`config.mk`:
```
export PLATFORM = sky130hd
export DESIGN_NAME = nibble_popcount_seq
export DESIGN_NICKNAME = d
export VERILOG_FILES = /design/src/rtl/popcount_pkg.sv /design/src/rtl/nibble_popcount_seq.sv
export SDC_FILE = /design/constraint.sdc
export NUM_CORES = 1
export LEC_CHECK = 0
export CORE_MARGIN = 3
export CORE_UTILIZATION = 37
export DETAILED_ROUTE_END_ITERATION = 10
export PLACE_DENSITY = 0.62
export SLEW_MARGIN = 30
export SYNTH_ARGS = -nofsm -noshare
export SYNTH_HDL_FRONTEND = slang
export SYNTH_SLANG_ARGS = --single-unit
```
`constraint.sdc`:
```
create_clock -name clk -period 2.4 [get_ports clk]
set_input_delay 0.6 -clock clk [delete_from_list [all_inputs] [get_ports clk]]
set_output_delay 0.6 -clock clk [all_outputs]
set_load 0.005 [all_outputs]
```
`src/rtl/popcount_pkg.sv`:
```
// Shared types and sizing helpers for the nibble popcount sequencer.
package popcount_pkg;

  typedef enum logic [1:0] {
    IDLE = 2'd0,
    RUN  = 2'd1,
    DONE = 2'd2
  } state_t;

  localparam int ROM_ADDR_W = 4;
  localparam int ROM_DATA_W = 3;

  // Bits needed to hold any popcount of a w-bit word (0..w inclusive).
  function automatic int cnt_width(input int w);
    return $clog2(w + 1);
  endfunction

endpackage

```
`src/rtl/nibble_popcount_seq.sv`:
```
// Streams a word through an external 16x3 nibble-popcount ROM, LSB nibble first,
// and reports the accumulated set-bit count with a start/busy/done handshake.
//
// state | meaning
// IDLE  | waiting for start; rom_addr parked at 0
// RUN   | one ROM lookup per cycle, NIB cycles total
// DONE  | one-cycle done pulse, count freshly updated
module nibble_popcount_seq
  import popcount_pkg::*;
#(
  parameter  int WORD_W = 32,
  localparam int CNT_W  = cnt_width(WORD_W)
) (
  input  logic                  clk,
  input  logic                  rst_n,
  input  logic                  start,
  input  logic [WORD_W-1:0]     data_in,
  output logic [ROM_ADDR_W-1:0] rom_addr,
  input  logic [ROM_DATA_W-1:0] rom_data,
  output logic                  busy,
  output logic                  done,
  output logic [CNT_W-1:0]      count
);

  localparam int NIB   = WORD_W / 4;
  localparam int IDX_W = (NIB > 1) ? $clog2(NIB) : 1;

  if (WORD_W < 4 || (WORD_W % 4) != 0) begin : g_bad_width
    $error("nibble_popcount_seq: WORD_W must be a multiple of 4 and >= 4");
  end

  state_t              state_q, state_d;
  logic [WORD_W-1:0]   shreg_q, shreg_d;
  logic [CNT_W-1:0]    acc_q,   acc_d;
  logic [IDX_W-1:0]    idx_q,   idx_d;
  logic [CNT_W-1:0]    count_q, count_d;
  logic [CNT_W-1:0]    sum;

  assign sum = acc_q + CNT_W'(rom_data);

  always_ff @(posedge clk or negedge rst_n) begin
    if (!rst_n) begin
      state_q <= IDLE;
      shreg_q <= '0;
      acc_q   <= '0;
      idx_q   <= '0;
      count_q <= '0;
    end else begin
      state_q <= state_d;
      shreg_q <= shreg_d;
      acc_q   <= acc_d;
      idx_q   <= idx_d;
      count_q <= count_d;
    end
  end

  // Outputs decode from registered state only, so rom_addr never sees start/data_in.
  always_comb begin
    state_d  = state_q;
    shreg_d  = shreg_q;
    acc_d    = acc_q;
    idx_d    = idx_q;
    count_d  = count_q;
    rom_addr = '0;
    busy     = (state_q != IDLE);
    done     = 1'b0;
    case (state_q)
      IDLE: begin
        if (start) begin
          shreg_d = data_in;
          acc_d   = '0;
          idx_d   = '0;
          state_d = RUN;
        end
      end
      RUN: begin
        rom_addr = shreg_q[ROM_ADDR_W-1:0];
        acc_d    = sum;
        shreg_d  = shreg_q >> 4;
        idx_d    = idx_q + 1'b1;
        if (idx_q == IDX_W'(NIB - 1)) begin
          state_d = DONE;
          count_d = sum;
        end
      end
      DONE: begin
        done    = 1'b1;
        state_d = IDLE;
      end
      default: state_d = IDLE;
    endcase
  end

  assign count = count_q;

endmodule

```
* Word level (Yosys, flattened, before mapping)
Index checks and enable logic that the tools add are counted.
** Storage, ports and cells
- Flip-flop bits (word level) :: 49
- Input port bits :: 38
- Output and inout port bits :: 12
- Logic and storage cells :: 29
** Cells by class
- $add $sub $neg :: 2
- Eq/ne operators :: 5
- Muxes and demuxes :: 11
- Reduce and logical (&&, ||, !) cells :: 6
** Operators by type and width (count)
- 32-bit one-hot mux with 2 select lines :: 1
- 32-bit 2-to-1 mux :: 1
- 6-bit one-hot mux with 2 select lines :: 1
- 6-bit by 3-bit adder with 6-bit output :: 1
- 6-bit 2-to-1 mux :: 1
- 3-bit one-hot mux with 2 select lines :: 1
- 2-bit AND reduction :: 3
- 2-bit 2-to-1 mux :: 2
- 4-bit 2-to-1 mux :: 1
- 2-bit inequality test (second input constant) :: 2
- 2-bit one-hot mux with 2 select lines :: 1
- 2-bit nonzero test :: 2
- 3-bit by 1-bit adder with 3-bit output (second input constant) :: 1
- 3-bit == test (second input constant) :: 1
- 3-bit 2-to-1 mux :: 1
- 2-bit by 1-bit == test with 1-bit output (second input constant) :: 1
- 2-bit == test (second input constant) :: 1
- 2-bit zero test :: 1
- 1-bit 2-to-1 mux :: 1

* Depth between registers and ports, before layout
Gate-level depths: netlist of run 1.
- Depth in word-level cells :: 3
- Gate-level depth with buffers :: 7
- Gate-level depth less buffers :: 7

* Worst setup path after synthesis of run 1
OpenSTA, ideal clock, no wires.
- Path type :: input -> register
- Start :: in rom_data[0]
- End :: reg acc_q[4]
- Library setup time :: 0.118 ns
- Arrival :: 1.722 ns
- Data required time :: 2.282 ns
- Setup slack :: 0.560 ns
- Stages :: 7
- Path buffers :: 0
- Cells stage by stage :: ha_1 -> inv_1 -> fa_1 -> nor2b_1 -> o21ai_1 -> a21o_1 -> a21o_1
** On the way
- Cells in the longest elaborated chain, start to end :: 2
** Ends and longest elaborated chain
- start: declaration :: RTL line nibble_popcount_seq.sv:19 : input logic [ROM_DATA_W-1:0] rom_data,
- 6-bit by 3-bit adder with 6-bit output :: RTL line nibble_popcount_seq.sv:39 : assign sum = acc_q + CNT_W'(rom_data);
- 6-bit one-hot mux with 2 select lines :: RTL line nibble_popcount_seq.sv:67 : case (state_q)
- end signal: assignment :: RTL line nibble_popcount_seq.sv:45 : acc_q <= '0;
- end signal: assignment :: RTL line nibble_popcount_seq.sv:51 : acc_q <= acc_d;
- end: declaration :: RTL line nibble_popcount_seq.sv:34 : logic [CNT_W-1:0] acc_q, acc_d;
Every way passes these cells.
A chain may end at the register's enable or synchronous reset.

* Worst setup path in the final report of run 1
- Start :: reg state_q[1]
- End :: out rom_addr[3]
** On the way
- Cells in the longest elaborated chain, start to end :: 2
** Ends and longest elaborated chain
- start: declaration :: RTL line nibble_popcount_seq.sv:32 : state_t state_q, state_d;
- start signal: assignment :: RTL line nibble_popcount_seq.sv:49 : state_q <= state_d;
- 2-bit by 1-bit == test with 1-bit output :: RTL line nibble_popcount_seq.sv:67
- 4-bit 2-to-1 mux :: RTL line nibble_popcount_seq.sv:67
- end: declaration :: RTL line nibble_popcount_seq.sv:18 : output logic [ROM_ADDR_W-1:0] rom_addr,
Every way passes these cells.

==> results.sh, run 1 <==
export IMPL_dp_cells=370
export IMPL_setup_violations=0
export IMPL_stdcell_count=378
export IMPL_cts_resized=0
export IMPL_hold_viol_final=0
export IMPL_powerDensity_nw_per_um2=1050
export IMPL_yosys_area_top_type_share_pct=49.4
export IMPL_synth_seq_cells=49
export IMPL_dp_slack_ns=0.0222
export IMPL_cts_buffer_depth=2
export IMPL_rsz0062_at_grt="false"
export IMPL_synth_area_leaders="dfrtp_1, and3b_1, o21ai_1"
export IMPL_overflow=0
export IMPL_postSynth_asyncResetShare_pct=100
export IMPL_drc=0
export IMPL_start_kind="register"
export IMPL_finClkSkew_ns=0.00600
export IMPL_tightest_slew_ns=0.579
export IMPL_grt_max_degree=64
export IMPL_vias=1925
export IMPL_final_layout_size_suffix_gt1_share_pct=5.98
export IMPL_area_delta_synth_final_pct=26.9
export IMPL_utilization_pct=49.0
export IMPL_dp_hpwl_mm=3.48
export IMPL_critPathCaptureType="primary output"
export IMPL_num_antenna_cells=0
export IMPL_core_region_area_um2=6420
export IMPL_synth_top_cell_by_area="dfrtp_1"
export IMPL_synth_cell_types=27
export IMPL_path_max_fanout=5
export IMPL_io_buffers=49
export IMPL_grt_usage_pct=13.9
export IMPL_start_util_pct=38.6
export IMPL_outcome="finished, final reports clean"
export IMPL_cpMaxStageDelayCell="clkdlybuf4s50_1"
export IMPL_syn_nets=302
export IMPL_routedWlPerCell_um=13.6
export IMPL_cts_inserted_buffers=5
export IMPL_clk_latency_ns=0.30
export IMPL_leakagePower_nw=1.48
export IMPL_setup_ws_ns=0.122
export IMPL_die_area_um2=7720
export IMPL_die_h_um=87.9
export IMPL_maxSlewViolCount=0
export IMPL_die_w_um=87.9
export IMPL_ys_flop_type="dfrtp_1"
export IMPL_peakVddDrop_uv=358
export IMPL_grt_pass1_wl_mm=8.51
export IMPL_fin_setup_tns_ns=0
export IMPL_grt_pass1_vias=1791
export IMPL_max_stage_delay_ns=0.50
export IMPL_clkTransAtPathRegs_ns=0.09
export IMPL_crit_type="register to primary output"
export IMPL_wirelength_mm=5.13
export IMPL_synth_edf_count=0
export IMPL_cts_root_buf="clkbuf_8"
export IMPL_crit_family="buffers and inverters"
export IMPL_cp_data_required_time_ns=1.80
export IMPL_nets=344
export IMPL_dr_pass1_iters=4
export IMPL_avgSynthCellArea_um2=9.62
export IMPL_path_buf_inv=1
export IMPL_ant_nets=0
export IMPL_min_path_type="input pin to asynchronous set/reset pin"
export IMPL_finalCritPeriodShare_pct=94.9
export IMPL_final_cell_mix="dfrtp_1, clkdlybuf4s50_1, nand2_1, o21ai_1, a21oi_1"
export IMPL_io_pins=50
export IMPL_antenna_found_initial=0
export IMPL_place_congestion=0.805
export IMPL_max_freq_ghz=0.439
export IMPL_drtIter0Drc=123
export IMPL_cap_violations=0
export IMPL_cts_sinks=49
export IMPL_ys_seq_area_share_pct=49.4
export IMPL_cts_tree="yes"
export IMPL_syn_inst=258
export IMPL_num_rows=29
export IMPL_cts_hold_buf=0
export IMPL_design_area_um2=3150
export IMPL_postCtsSetupBuffers=0
export IMPL_cp_cell_sequence="nor2b_1 > and2_1 > clkdlybuf4s50_1"
export IMPL_period_needed_ns=2.28
export IMPL_postPlaceCellArea_um2=3010
export IMPL_max_slew_margin_rel_pct=61.4
export IMPL_critPathArrivalTime_ns=1.68
export IMPL_syn_area_um2=2480
export IMPL_htreeDepth=2
export IMPL_yosys_warnings=0
export IMPL_viasPerCell=5.09
sequential cells by signal, indices dropped and copies added (netlist names):
register  flops
idx_q         3
acc_q         6
state_q       2
shreg_q      32
count         6
final cells by class:
class,instances,area (um2)
repair buffers,55,556
clock inverters,3,65.1
well taps,77,96.3
multi-input cells,184,1120
inverters,5,18.8
flip-flops and latches,49,1230
fillers,626,3270
clock buffers,5,68.8
where the power goes:
group	leakage (nW)	internal [mW]	switching, mW	total, mW
registers	0.635	1.15	0.189	1.34
clock network	0.0681	0.414	0.271	0.685
logic	0.776	0.653	0.634	1.29
final timing paths:
path / start / end / slack (ns) / depth (start not counted)
worst max-delay path: state_q[1] / rom_addr[3] / 0.12 / 3
worst min-delay path: rst_n / shreg_q[14] / 0.29 / 1
worst max register to register: state_q[0] / acc_q[5] / 0.69 / 4
worst min register to register: shreg_q[3] / shreg_q[3] / 0.48 / 2
max in group asynchronous: rst_n / acc_q[2] / 1.57 / 2
min in group clk: shreg_q[3] / shreg_q[3] / 0.48 / 2
through the flow:
step / power, mW / hold slack [ns]
6_report: 3.31 / 0.294
3_5_place_dp: 2.66 / 0.468
4_1_cts: 3.36 / 0.318
2_1_floorplan: 2.22 / 0.304
3_3_place_gp: 2.62 / 0.466
5_1_grt: 3.57 / 0.336
logic make-up after synthesis:
family / after synthesis / share of synthesized area, %
AOI/OAI and AO/OA: 87 / 19.5
and+or+nand+nor: 86 / 20.3
DFF: 49 / 49.4
buffers and inverters: 25 / 5.60
adders and majority gates: 6 / 3.33
xor gates and xnor gates: 4 / 1.41
muxes: 1 / 0.454
Yosys cell counts (all sizes together) (2+ instances only):
cell / number
dfrtp: 49
o21ai: 43
nand2: 41
a21oi: 34
and3b: 28
buf: 16
nor2b: 8
ha: 5
inv: 5
a21o: 4
and2: 4
clkbuf: 4
a22o: 3
xor2: 3
nor3: 2
routing by layer:
metal,GRT usage (%),vias to the layer above,share of wire [%]
li1,-,973,-
met1,20.2,910,49
met2,20.8,40,46
met3,3.20,2,4.8
met4,3.77,0,0.62
met5,0,-,0
(Power assumes the default switching activity.)
==> inputs of run 2 (changes only) <==
- SETUP_SLACK_MARGIN: not set -> 0.4
- clock period: 2.4 -> 2.8 ns (I/O delays scaled with it)
==> run 2 against run 1 <==
First-iteration DRC count is 11% lower. Sequential share of layout area down 0.26 points. Worst hold slack improved by 0.12 ns. Sequential power is 15% lower. Wire length about the same. Sequential cell count unchanged. Clock-buffer cell count did not move. Total power is 16% lower. Core utilization increased by 0.33 points. Combinational power decreased by 12%. Critical path depth did not move. Die area is the same.
==> results.sh, run 2 (synthesis results as in run 1) <==
export IMPL_wirelength_mm=5.14
export IMPL_start_util_pct=38.6
export IMPL_tightest_slew_ns=0.663
export IMPL_leakagePower_nw=1.49
export IMPL_peakVddDrop_uv=283
export IMPL_path_max_fanout=5
export IMPL_max_flop_register="shreg_q"
export IMPL_cts_hold_buf=0
export IMPL_viasPerCell=5.00
export IMPL_place_congestion=0.820
export IMPL_grt_max_degree=48
export IMPL_drc=0
export IMPL_grt_pass1_vias=1873
export IMPL_whs_ns=0.412
export IMPL_cts_inserted_buffers=5
export IMPL_antenna_found_initial=0
export IMPL_core_region_area_um2=6420
export IMPL_fin_setup_tns_ns=0
export IMPL_grt_pass1_wl_mm=8.81
export IMPL_maxSlewViolCount=0
export IMPL_drtIter0Drc=110
export IMPL_clkTransAtPathRegs_ns=0.10
export IMPL_routedWlPerCell_um=13.5
export IMPL_num_rows=29
export IMPL_hold_viol_final=0
export IMPL_ant_nets=0
export IMPL_crit_family="buffers and inverters"
export IMPL_io_pins=50
export IMPL_cp_cell_sequence="nor2b_2 > and2_1 > clkdlybuf4s50_1"
export IMPL_dp_hpwl_mm=3.52
export IMPL_max_freq_ghz=0.433
export IMPL_setup_violations=0
export IMPL_cap_violations=0
export IMPL_p_total_mw=2.78
export IMPL_final_cell_mix="dfrtp_1, clkdlybuf4s50_1, nand2_1, o21ai_1, a21oi_1"
export IMPL_die_area_um2=7720
export IMPL_die_w_um=87.9
export IMPL_vias=1910
export IMPL_nets=348
export IMPL_cts_root_buf="clkbuf_8"
export IMPL_period_needed_ns=2.31
export IMPL_critPathArrivalTime_ns=1.61
export IMPL_stdcell_count=382
export IMPL_cts_buffer_depth=2
export IMPL_largest_reg_flops=32
export IMPL_cts_tree="yes"
export IMPL_finClkSkew_ns=0.0149
export IMPL_max_stage_delay_ns=0.49
export IMPL_grt_usage_pct=14.4
export IMPL_clk_latency_ns=0.31
export IMPL_path_buf_inv=1
export IMPL_cp_data_required_time_ns=2.10
export IMPL_overflow=0
export IMPL_area_delta_synth_final_pct=27.7
export IMPL_powerDensity_nw_per_um2=878
export IMPL_rr_worst_depth=5
export IMPL_cpMaxStageDelayCell="clkdlybuf4s50_1"
export IMPL_utilization_pct=49.3
export IMPL_min_path_type="input pin to asynchronous set/reset pin"
export IMPL_critPathCaptureType="primary output"
export IMPL_cp_depth=3
export IMPL_final_layout_size_suffix_gt1_share_pct=7.54
export IMPL_dp_cells=372
export IMPL_crit_type="register to primary output"
export IMPL_die_h_um=87.9
export IMPL_dr_pass1_iters=4
export IMPL_io_buffers=49
export IMPL_outcome="finished, final reports clean"
export IMPL_cts_sinks=49
export IMPL_start_kind="register"
export IMPL_num_antenna_cells=0
export IMPL_rsz0062_at_grt="false"
export IMPL_htreeDepth=2
export IMPL_max_slew_margin_rel_pct=55.8
export IMPL_finalCritPeriodShare_pct=82.4
run 2: what timing repair did:
item	in CTS	in global routing
hold endpoints to repair	0	0
setup endpoints to repair	4	2
setup buffers	2	0
resized for setup	1	3
run 2: worst paths after layout:
check,startpoint,endpoint,slack [ns]
min in group clk,shreg_q[2],shreg_q[2],0.49
max in group asynchronous,rst_n,acc_q[5],1.83
min reg2reg,shreg_q[2],shreg_q[2],0.49
min,rst_n,shreg_q[17],0.41
max,state_q[1],rom_addr[3],0.49
max reg2reg,state_q[0],acc_q[5],1.07
run 2: layout make-up:
cell class                      count  area (um2)
Timing Repair Buffer               59         596
Sequential cell                    49        1230
Clock inverter                      3        43.8
Multi-Input combinational cell    184        1120
Clock buffer                        5        68.8
Tap cell                           77        96.3
Inverter                            5        18.8
Fill cell                         636        3250
run 2: metal layers:
| layer | up-vias | track usage (%) | routed length, um |
|---|---|---|---|
| li1 | 976 | - | - |
| met1 | 891 | 20.6 | 2540 |
| met2 | 37 | 21.5 | 2310 |
| met3 | 6 | 3.29 | 209 |
| met4 | 0 | 4.60 | 77 |
| met5 | - | 0 | 0 |
run 2: power by group:
part / total [mW] / switching [mW] / internal (mW)
clock: 0.511 / 0.243 / 0.268
sequential: 1.14 / 0.158 / 0.984
combinational: 1.13 / 0.547 / 0.583
total: 2.78 / 0.948 / 1.83
run 2: worst reg2reg max path, delay by kind of cell, from the launching register on:
kind | cells | cell delay (ns)
AND/OR/NAND/NOR | 2 | 0.65
buffers and inverters | 2 | 0.57
flip-flops | 1 | 0.37
AO/OA/AOI/OAI | 1 | 0.07
run 2: stage by stage:
| stage | setup slack, ns | instance area (um2) |
|---|---|---|
| floorplan | 0.860 | 2480 |
| global placement | 0.340 | 3030 |
| detailed placement | 0.305 | 3030 |
| CTS | 0.457 | 3160 |
| global route | 0.402 | 3170 |
| finish | 0.493 | 3170 |
==> inputs of run 3 (changes only) <==
- clock period: 2.8 -> 2.25 ns (I/O delays scaled with it)
==> run 3 against run 2 <==
Combinational power up 30%. Non-clock buffer count up 6. Worst setup slack worse by 0.048 ns. Core utilization up 0.90 points.
==> results.sh, run 3 (synthesis results as in run 1) <==
export IMPL_outcome="finished, final reports clean"
export IMPL_leakagePower_nw=1.55
export IMPL_mostFrequentLayoutCell="dfrtp_1"
export IMPL_place_congestion=0.778
export IMPL_die_area_um2=7720
export IMPL_rsz0062_at_grt="true"
export IMPL_io_buffers=49
export IMPL_nets=354
export IMPL_largest_reg_flops=32
export IMPL_setup_ws_ns=0.445
export IMPL_max_freq_ghz=0.554
export IMPL_cts_sinks=49
export IMPL_nFillCells=614
export IMPL_grt_pass1_vias=1926
export IMPL_hold_viol_final=0
export IMPL_period_needed_ns=1.80
export IMPL_max_slew_margin_rel_pct=54.6
export IMPL_clk_latency_ns=0.30
export IMPL_critPathArrivalTime_ns=1.24
export IMPL_dp_slack_ns=-0.0850
export IMPL_whs_ns=0.292
export IMPL_cts_hold_buf=0
export IMPL_io_pins=50
export IMPL_grt_usage_pct=14.6
export IMPL_htreeDepth=2
export IMPL_vias=1967
export IMPL_dr_pass1_iters=4
export IMPL_finClkSkew_ns=0.00667
export IMPL_critPathCaptureType="primary output"
export IMPL_max_flop_register="shreg_q"
export IMPL_tightest_slew_ns=0.680
export IMPL_die_h_um=87.9
export IMPL_antenna_found_initial=0
export IMPL_die_w_um=87.9
export IMPL_crit_type="register to primary output"
export IMPL_wirelength_mm=5.38
export IMPL_area_delta_synth_final_pct=30.1
export IMPL_viasPerCell=5.07
export IMPL_core_region_area_um2=6420
export IMPL_start_kind="register"
export IMPL_cts_tree="yes"
export IMPL_overflow=0
export IMPL_clkTransAtPathRegs_ns=0.09
export IMPL_ant_nets=0
export IMPL_routedWlPerCell_um=13.9
export IMPL_cts_buffer_depth=2
export IMPL_num_antenna_cells=0
export IMPL_cp_data_required_time_ns=1.69
export IMPL_rr_worst_depth=6
export IMPL_num_rows=29
export IMPL_min_path_type="input pin to asynchronous set/reset pin"
export IMPL_cts_inserted_buffers=5
export IMPL_final_cell_mix="dfrtp_1, nand2_1, o21ai_1, clkdlybuf4s50_1, a21oi_1"
export IMPL_dp_hpwl_mm=3.52
export IMPL_multiInputGateArea_um2=1150
export IMPL_maxSlewViolCount=0
export IMPL_cap_violations=0
export IMPL_drtIter0Drc=138
export IMPL_peakVddDrop_uv=418
export IMPL_path_max_fanout=3
export IMPL_final_layout_size_suffix_gt1_share_pct=13.8
export IMPL_finalCritPeriodShare_pct=80.2
export IMPL_powerDensity_nw_per_um2=1100
export IMPL_drc=0
export IMPL_utilization_pct=50.2
export IMPL_setup_violations=0
export IMPL_grt_pass1_wl_mm=8.95
export IMPL_grt_max_degree=64
export IMPL_cts_root_buf="clkbuf_8"
export IMPL_start_util_pct=38.6
export IMPL_ff_latch_area_um2=1230
export IMPL_p_total_mw=3.54
[run 3: cell count changes in the layout (fill, tap and decap cells not counted), sizes merged]
cell	before	now
clkinvlp	0	1
dlymetal6s2s	0	1
buf	11	18
clkbuf	5	9
inv	6	5
dlygate4sd2	0	2
clkdlybuf4s50	48	40
[run 3: metal layers]
| metal | vias to the layer above | wire (um) | share of wire (%) | track usage, % |
|---|---|---|---|---|
| li1 | 990 | - | - | - |
| met1 | 931 | 2640 | 49 | 20.5 |
| met2 | 40 | 2450 | 45 | 22.7 |
| met3 | 6 | 232 | 4.3 | 3.10 |
| met4 | 0 | 66 | 1.2 | 4.46 |
| met5 | - | 0 | 0 | 0 |
[run 3: stage by stage]
step | cells | setup TNS [ns] | cell area [um2]
2_1_floorplan | 258 | 0 | 2480
3_3_place_gp | 374 | -0.0558 | 3040
3_5_place_dp | 374 | -0.0850 | 3040
4_1_cts | 384 | 0 | 3190
5_1_grt | 388 | 0 | 3230
6_report | 388 | 0 | 3230
[run 3: where the power goes]
part	switching (mW)	internal (mW)
sequential	0.209	1.23
clock	0.296	0.333
combinational	0.713	0.762
[run 3: path summary, 6_finish.rpt]
check                       startpoint          end  slack [ns]
setup / recovery            state_q[1]         done        0.45
hold / removal                   rst_n  shreg_q[14]        0.29
setup reg to reg            state_q[0]   shreg_q[6]        0.55
max in group asynchronous        rst_n   state_q[1]        1.39
hold reg to reg            shreg_q[15]  shreg_q[15]        0.49
min in group clk           shreg_q[15]  shreg_q[15]        0.49
[run 3: worst max-delay path, stage by stage, from the launching register on]
cell	delay, ns
dfrtp_2	0.43
buf_4	0.15
nor2b_1	0.12
dlygate4sd2_1	0.25
[run 3: cell type report]
class / count / share of cell area [%]
well taps: 77 / 2.99
clock buffers: 5 / 2.13
flip-flops and latches: 49 / 38.1
repair buffers: 65 / 19.0
inverters: 5 / 0.582
clock inverters: 3 / 1.43
multi-input cells: 184 / 35.8
[run 3: repair_timing]
item | in CTS | in global routing
setup buffers | 2 | 4
pin swaps | 5 | 4
resized for setup | 21 | 13
endpoints found under the setup margin | 9 | 9
